===== config.mk =====
export PLATFORM = sky130hd
export DESIGN_NAME = uart_xmtr
export DESIGN_NICKNAME = d
export VERILOG_FILES = /design/src/rtl/uart_pkg.sv /design/src/rtl/uart_xmtr_fifo.sv /design/src/rtl/uart_xmtr.sv
export SDC_FILE = /design/constraint.sdc
export NUM_CORES = 1
export LEC_CHECK = 0
export CORE_MARGIN = 1.5
export CORE_UTILIZATION = 30
export DETAILED_ROUTE_END_ITERATION = 7
export PLACE_DENSITY = 0.53
export SETUP_SLACK_MARGIN = 0.05
export SYNTH_ARGS = -nofsm -noshare
export SYNTH_HDL_FRONTEND = slang
export SYNTH_SLANG_ARGS = --single-unit

===== constraint.sdc =====
create_clock -name clock -period 1.5 [get_ports clock]
set_input_delay 0.3 -clock clock [delete_from_list [all_inputs] [get_ports clock]]
set_output_delay 0.3 -clock clock [all_outputs]
set_load 0.05 [all_outputs]

===== src/rtl/uart_pkg.sv =====
// Shared types and helpers for the UART transmitter: FSM state encoding,
// data width and the even-parity function.
package uart_pkg;

   typedef enum logic [2:0] {
      IDLE,
      START,
      DATA,
      PARITY,
      STOP
   } uart_xmtr_state_t;

   localparam int UART_DATA_BITS = 8;

   function automatic logic even_parity(input logic [7:0] data);
      return ^data;
   endfunction

endpackage


===== src/rtl/uart_xmtr_fifo.sv =====
// Byte FIFO feeding the UART transmitter. Pointers carry one extra wrap bit so
// full and empty are distinguishable without an occupancy counter.
module uart_xmtr_fifo #(
   parameter int DEPTH = 4
) (
   input  logic       clk_i,
   input  logic       rst_i,
   input  logic       push_i,
   input  logic       pop_i,
   input  logic [7:0] din_i,
   output logic [7:0] dout_o,
   output logic       full_o,
   output logic       empty_o
);

   localparam int AW = $clog2(DEPTH);

   if ((DEPTH < 2) || ((DEPTH & (DEPTH - 1)) != 0)) begin : g_bad_depth
      $error("uart_xmtr_fifo: DEPTH must be a power of 2 and >= 2");
   end

   logic [AW:0] wr_ptr_q, wr_ptr_d;
   logic [AW:0] rd_ptr_q, rd_ptr_d;
   logic [7:0]  mem_q [DEPTH];
   logic        do_push;
   logic        do_pop;

   assign full_o  = (wr_ptr_q[AW] != rd_ptr_q[AW]) &&
                    (wr_ptr_q[AW-1:0] == rd_ptr_q[AW-1:0]);
   assign empty_o = (wr_ptr_q == rd_ptr_q);
   assign dout_o  = mem_q[rd_ptr_q[AW-1:0]];

   assign do_push = push_i && !full_o;
   assign do_pop  = pop_i && !empty_o;

   always_comb begin
      wr_ptr_d = wr_ptr_q;
      rd_ptr_d = rd_ptr_q;
      if (do_push) wr_ptr_d = wr_ptr_q + 1'b1;
      if (do_pop)  rd_ptr_d = rd_ptr_q + 1'b1;
   end

   always_ff @(posedge clk_i) begin
      if (rst_i) begin
         wr_ptr_q <= '0;
         rd_ptr_q <= '0;
      end else begin
         wr_ptr_q <= wr_ptr_d;
         rd_ptr_q <= rd_ptr_d;
      end
   end

   always_ff @(posedge clk_i) begin
      if (do_push) mem_q[wr_ptr_q[AW-1:0]] <= din_i;
   end

endmodule


===== src/rtl/uart_xmtr.sv =====
// UART transmitter: buffers bytes in a FIFO and sends 8N1/8N2 frames LSB first.
// Defining UART_XMTR_PARITY_EN inserts an even-parity bit between data and stop.
module uart_xmtr
   import uart_pkg::*;
#(
   parameter int CLKS_PER_BIT = 16,
   parameter int STOP_BITS    = 1,
   parameter int FIFO_DEPTH   = 4
) (
   input  logic       clock,
   input  logic       reset,
   input  logic [7:0] char_in,
   input  logic       char_valid,
   output logic       char_ready,
   output logic       serial_out,
   output logic       busy,
   output logic       tx_done,
   output logic [2:0] state_o
);

   if (CLKS_PER_BIT < 2) begin : g_bad_cpb
      $error("uart_xmtr: CLKS_PER_BIT must be >= 2");
   end
   if ((STOP_BITS != 1) && (STOP_BITS != 2)) begin : g_bad_stop
      $error("uart_xmtr: STOP_BITS must be 1 or 2");
   end

   localparam int BW = $clog2(CLKS_PER_BIT);
   localparam logic [BW-1:0] BAUD_LAST = BW'(CLKS_PER_BIT - 1);
   localparam logic [2:0]    BIT_LAST  = 3'(UART_DATA_BITS - 1);
   localparam logic [2:0]    STOP_LAST = 3'(STOP_BITS - 1);

   uart_xmtr_state_t state_q, state_d;
   logic [BW-1:0]    baud_q, baud_d;
   logic [2:0]       bit_q, bit_d;
   logic [7:0]       shift_q, shift_d;
   logic             sout_q, sout_d;
   logic             busy_q, busy_d;
`ifdef UART_XMTR_PARITY_EN
   logic             par_q, par_d;
`endif

   logic       fifo_full, fifo_empty;
   logic [7:0] fifo_dout;
   logic       push, pop, baud_last;

   // A byte transfers on an edge where char_valid && char_ready; the source
   // holds char_in/char_valid while char_ready is low.
   assign char_ready = !fifo_full;
   assign push       = char_valid && char_ready;
   assign baud_last  = (baud_q == BAUD_LAST);

   assign serial_out = sout_q;
   assign busy       = busy_q;
   assign state_o    = state_q;
   assign tx_done    = (state_q == STOP) && baud_last && (bit_q == STOP_LAST);

   uart_xmtr_fifo #(.DEPTH(FIFO_DEPTH)) u_fifo (
      .clk_i   (clock),
      .rst_i   (reset),
      .push_i  (push),
      .pop_i   (pop),
      .din_i   (char_in),
      .dout_o  (fifo_dout),
      .full_o  (fifo_full),
      .empty_o (fifo_empty)
   );

   always_comb begin
      state_d = state_q;
      baud_d  = baud_last ? '0 : baud_q + 1'b1;
      bit_d   = bit_q;
      shift_d = shift_q;
      sout_d  = sout_q;
      pop     = 1'b0;
`ifdef UART_XMTR_PARITY_EN
      par_d   = par_q;
`endif
      case (state_q)
         IDLE: begin
            baud_d = '0;
            pop    = !fifo_empty;
         end
         START: begin
            if (baud_last) begin
               sout_d  = shift_q[0];
               shift_d = shift_q >> 1;
               bit_d   = '0;
               state_d = DATA;
            end
         end
         DATA: begin
            if (baud_last) begin
               if (bit_q == BIT_LAST) begin
                  bit_d   = '0;
`ifdef UART_XMTR_PARITY_EN
                  sout_d  = par_q;
                  state_d = PARITY;
`else
                  sout_d  = 1'b1;
                  state_d = STOP;
`endif
               end else begin
                  sout_d  = shift_q[0];
                  shift_d = shift_q >> 1;
                  bit_d   = bit_q + 3'd1;
               end
            end
         end
`ifdef UART_XMTR_PARITY_EN
         PARITY: begin
            if (baud_last) begin
               sout_d  = 1'b1;
               bit_d   = '0;
               state_d = STOP;
            end
         end
`endif
         STOP: begin
            if (baud_last) begin
               if (bit_q == STOP_LAST) begin
                  bit_d   = '0;
                  state_d = IDLE;
                  pop     = !fifo_empty;
               end else begin
                  bit_d = bit_q + 3'd1;
               end
            end
         end
         default: begin
            state_d = IDLE;
            sout_d  = 1'b1;
         end
      endcase

      // Frame start, whether from IDLE or chained straight off a stop bit.
      if (pop) begin
         shift_d = fifo_dout;
         sout_d  = 1'b0;
         baud_d  = '0;
         bit_d   = '0;
         state_d = START;
`ifdef UART_XMTR_PARITY_EN
         par_d   = even_parity(fifo_dout);
`endif
      end

      // No pop happens when the next state is IDLE, so the FIFO is non-empty
      // next cycle exactly when it is now or a byte is being pushed.
      busy_d = (state_d != IDLE) || !fifo_empty || push;
   end

   always_ff @(posedge clock) begin
      if (reset) begin
         state_q <= IDLE;
         baud_q  <= '0;
         bit_q   <= '0;
         shift_q <= '0;
         sout_q  <= 1'b1;
         busy_q  <= 1'b0;
`ifdef UART_XMTR_PARITY_EN
         par_q   <= 1'b0;
`endif
      end else begin
         state_q <= state_d;
         baud_q  <= baud_d;
         bit_q   <= bit_d;
         shift_q <= shift_d;
         sout_q  <= sout_d;
         busy_q  <= busy_d;
`ifdef UART_XMTR_PARITY_EN
         par_q   <= par_d;
`endif
      end
   end

endmodule


==> impl.org <==
** Placed design
- HPWL after detailed placement :: 3530 µm
- Number of buffer cells added on primary ports :: 17
- Number of cells in the design after placement :: 349
- Placer Congestion :: 0.777
- Placed cell area :: 3130 µm²

** Synthesis
- Share of the synthesized area in the top cell type :: a little under two fifths
- Yosys mapped a number of flops with a built-in enable equal to 32.
- Post-synth design cell area :: about 2500 µm²
- Counting flops and latches in the post-synthesis netlist gives 60.
- Cell taking the most area after synthesis :: edfxtp_1
- For this run, the leading register cell type out of synthesis is edfxtp_1.
- Sorting the synthesized cells by area gives the leading types as edfxtp_1, dfxtp_1, mux4_2.
- Post-synthesis instance total :: 206
- Post-Syn Area per Cell :: between 10 and 15 µm²
- Unique masters post-synth :: 35
- The number of nets in the synthesized netlist is about 230.
- After synthesis, the share of flip-flops with an asynchronous set or reset is 0%.
- Count of yosys warnings during synthesis :: 0
- Sequential element share of the synthesized area :: 59.8%

** Cells and area
- Final std cell area, no fill :: 3770 µm²
- Share of post-route cells with drive strength above 1 :: 52.6%
- Area overhead of the layout relative to synthesis :: 48.2%
- Leaving out fill and tap cells, the most frequent cells in the layout are edfxtp_1, buf_4, nor2_1.
- In the final layout, the multi-input gates occupy 1270 µm².
- Once layout is complete, the utilization of the core stands at 45.9%.
- Count of inserted antenna diode cells :: 0
- Storage cell area :: 1550 µm²
- In the final design database the tool counted between 200 and 300 nets.
- Most common cell after layout, fill and taps aside :: edfxtp_1
- Fillers :: 748
- Finished Layout Cells :: 373

** CTS
- CTS max path bufs :: 2
- Counting the buffers created by CTS gives 9.
- The tree is rooted in a clkbuf_8.
- After clock tree synthesis, the clock-pin slew on the worst setup and hold paths is approximately 70 ps.
- TritonCTS built the clock tree.
- The clock drives 60 sinks.
- Number of H-tree branching levels :: 3
- The later pin in the worst-skew pair is clocked with a latency of approximately 340 ps.

** Timing
- Highest Clock Rate :: 604 MHz
- For the pin with the worst max-slew slack, the measured transition is ~340 ps.
- The clock arrives with 11.5 ps of skew.
- The worst pin sits at a relative slew slack of 77.2%.
- Max Transition Viols Final :: 0
- # setup viols final :: 21
- Final Critical Period :: 1660 ps
- In the finished design, the share of the clock period the worst path needs comes to 110%.
- Across all setup checks in the final design, the least slack found is -156 ps.
- Across all hold checks on the routed design, the worst slack comes to a little under 500 ps.
- Setup repair after global routing could not meet its margin everywhere.
- The hold violation total from the final report is 0.

** Detailed routing
- Via density :: between 4 and 5
- The final route contains roughly 1.8k vias.
- Number of detailed-route iterations in the first pass :: 4
- Post-route DRC :: 0
- Count of antenna-violating nets left after detailed routing :: 0
- After detailed routing, the average wire length per cell comes to 14.1 µm.
- The detailed router finished its first iteration with 33 violations.
- The final layout contains routed wiring with a total length of 5270 µm.

** Run
- The tool flagged a number of max-cap violations equal to 0.

** Pwr
- Worst supply voltage drop on vdd :: 0.707 mV
- In this run the power density over the cells is 1480 nW/µm².
- Leakage power :: 1.33 nW

** Die
- The floorplan step defined a die boundary enclosing between 9000 and 10000 µm².
- Boundary Pins :: 18
- Initial standard-cell utilization of the core :: 31.0%
- Core area :: 8220 µm²
- In this run the core area contains 33 standard-cell rows.
- The floorplan step set the die width to between 90 and 100 µm.
- In this run the vertical extent of the chip is 95.1 µm.

** Setup path
- Critical Path Fanout Max :: 3
- Critical path startpoint category :: flip-flop
- Number of cell instances on the worst register-to-register path :: 6
- The worst register-to-register path has a setup slack of -90 ps.
- STA classifies the critical path endpoint as an output port.
- Critical setup path kind :: flip-flop to output port
- CP required :: 1200 ps
- Data arrives at the worst endpoint at 1360 ps.

** GRT
- Tot GR Track Use :: 12.8%
- Largest net degree at the start of global routing :: 18
- The total overflow left after global routing is 0.
- Global-route wire length before repair :: 8610 µm
- Vias in the first global route :: 1792
- Number of antenna violations at the first check in global routing :: 0

** Run status
- Status :: finished, violations left
- Violated checks :: setup timing

** Min path
- Along the worst hold path, the cell count comes to 2.
- Min-Delay Path Class :: flip-flop to flip-flop
[state kept, by name (all words and copies together) (netlist names), named ones only]
name and count:
baud_q 4, bit_q 3, busy 1, serial_out 1, shift_q 8, state_o 3, u_fifo.mem_q 32, u_fifo.rd_ptr_q 3
u_fifo.wr_ptr_q 3
[cells in the mapped netlist, drive strengths merged, types with 6 or more instances]
cell     n
inv      8
a21oi   14
mux4     8
xnor2    6
a22oi    9
edfxtp  32
nand3   12
nor3     6
nand2    9
ha       9
dfxtp   28
nor2    20
[final timing paths]
| check | from | endpoint |
|---|---|---|
| worst min-delay path | shift_q[0] | shift_q[0] |
| worst max register to register | baud_q[1] | bit_q[2] |
| worst max-delay path | bit_q[1] | tx_done |
| worst min register to register | shift_q[0] | shift_q[0] |
[metrics by stage]
stage / worst slack, ps / setup TNS, ps / power [mW]
after floorplan: -202 / -280 / 2.99
after global placement: -280 / -10720 / 3.57
after detailed placement: -277 / -10850 / 3.59
after CTS: -158 / -667 / 5.51
after global routing: -225 / -3810 / 5.88
final: -156 / -947 / 5.59
[worst max-delay path: stages (launching register included)]
cell     delay, ps
dfxtp_2        340
inv_2           70
ha_4           130
nor2b_4        180
nand2_4         70
nor2_4         100
buf_12         140
[cell type report]
cell class / instances / share of cell area [%]
Inverter: 8 / 0.797
Clock inverter: 7 / 2.62
Sequential cell: 60 / 41.0
Multi-Input combinational cell: 129 / 33.7
Clock buffer: 9 / 3.29
Tap cell: 105 / 3.49
Timing Repair Buffer: 55 / 15.1
[repair_timing]
action	4_1_cts	5_1_grt
buffers inserted	6	1
hold buffers	0	0
setup endpoints to repair	56	59
pin swaps	32	11
resized for setup	66	25
cloned	1	0
[kinds of logic (layout without fill, tap and decap cells)]
group	Yosys count	count (layout)	share of synthesized area (%)
flops	60	60	59.8
compound gates	36	36	8.85
mux	9	9	7.48
simple gates	66	67	13.5
buf+inv	18	79	3.20
fa+ha+maj	9	9	4.43
xor+xnor	8	8	2.75
[report_power, final]
part	internal [mW]	total [mW]	switching, mW
Combinational	0.984	1.87	0.885
Sequential	1.96	2.12	0.170
Clock	0.942	1.60	0.656
Total	3.88	5.59	1.71
[layer usage]
metal / wire, µm / global-route usage, % / share of wire, % / vias to the layer above
met5: 0 / 0 / 0 / -
met4: 58 / 4.10 / 1.1 / 0
met3: 213 / 4.39 / 4.0 / 8
met2: 2560 / 20.2 / 49 / 32
met1: 2440 / 16.5 / 46 / 834
li1: - / - / - / 877
No activity file was read; power rests on OpenSTA's default activity.
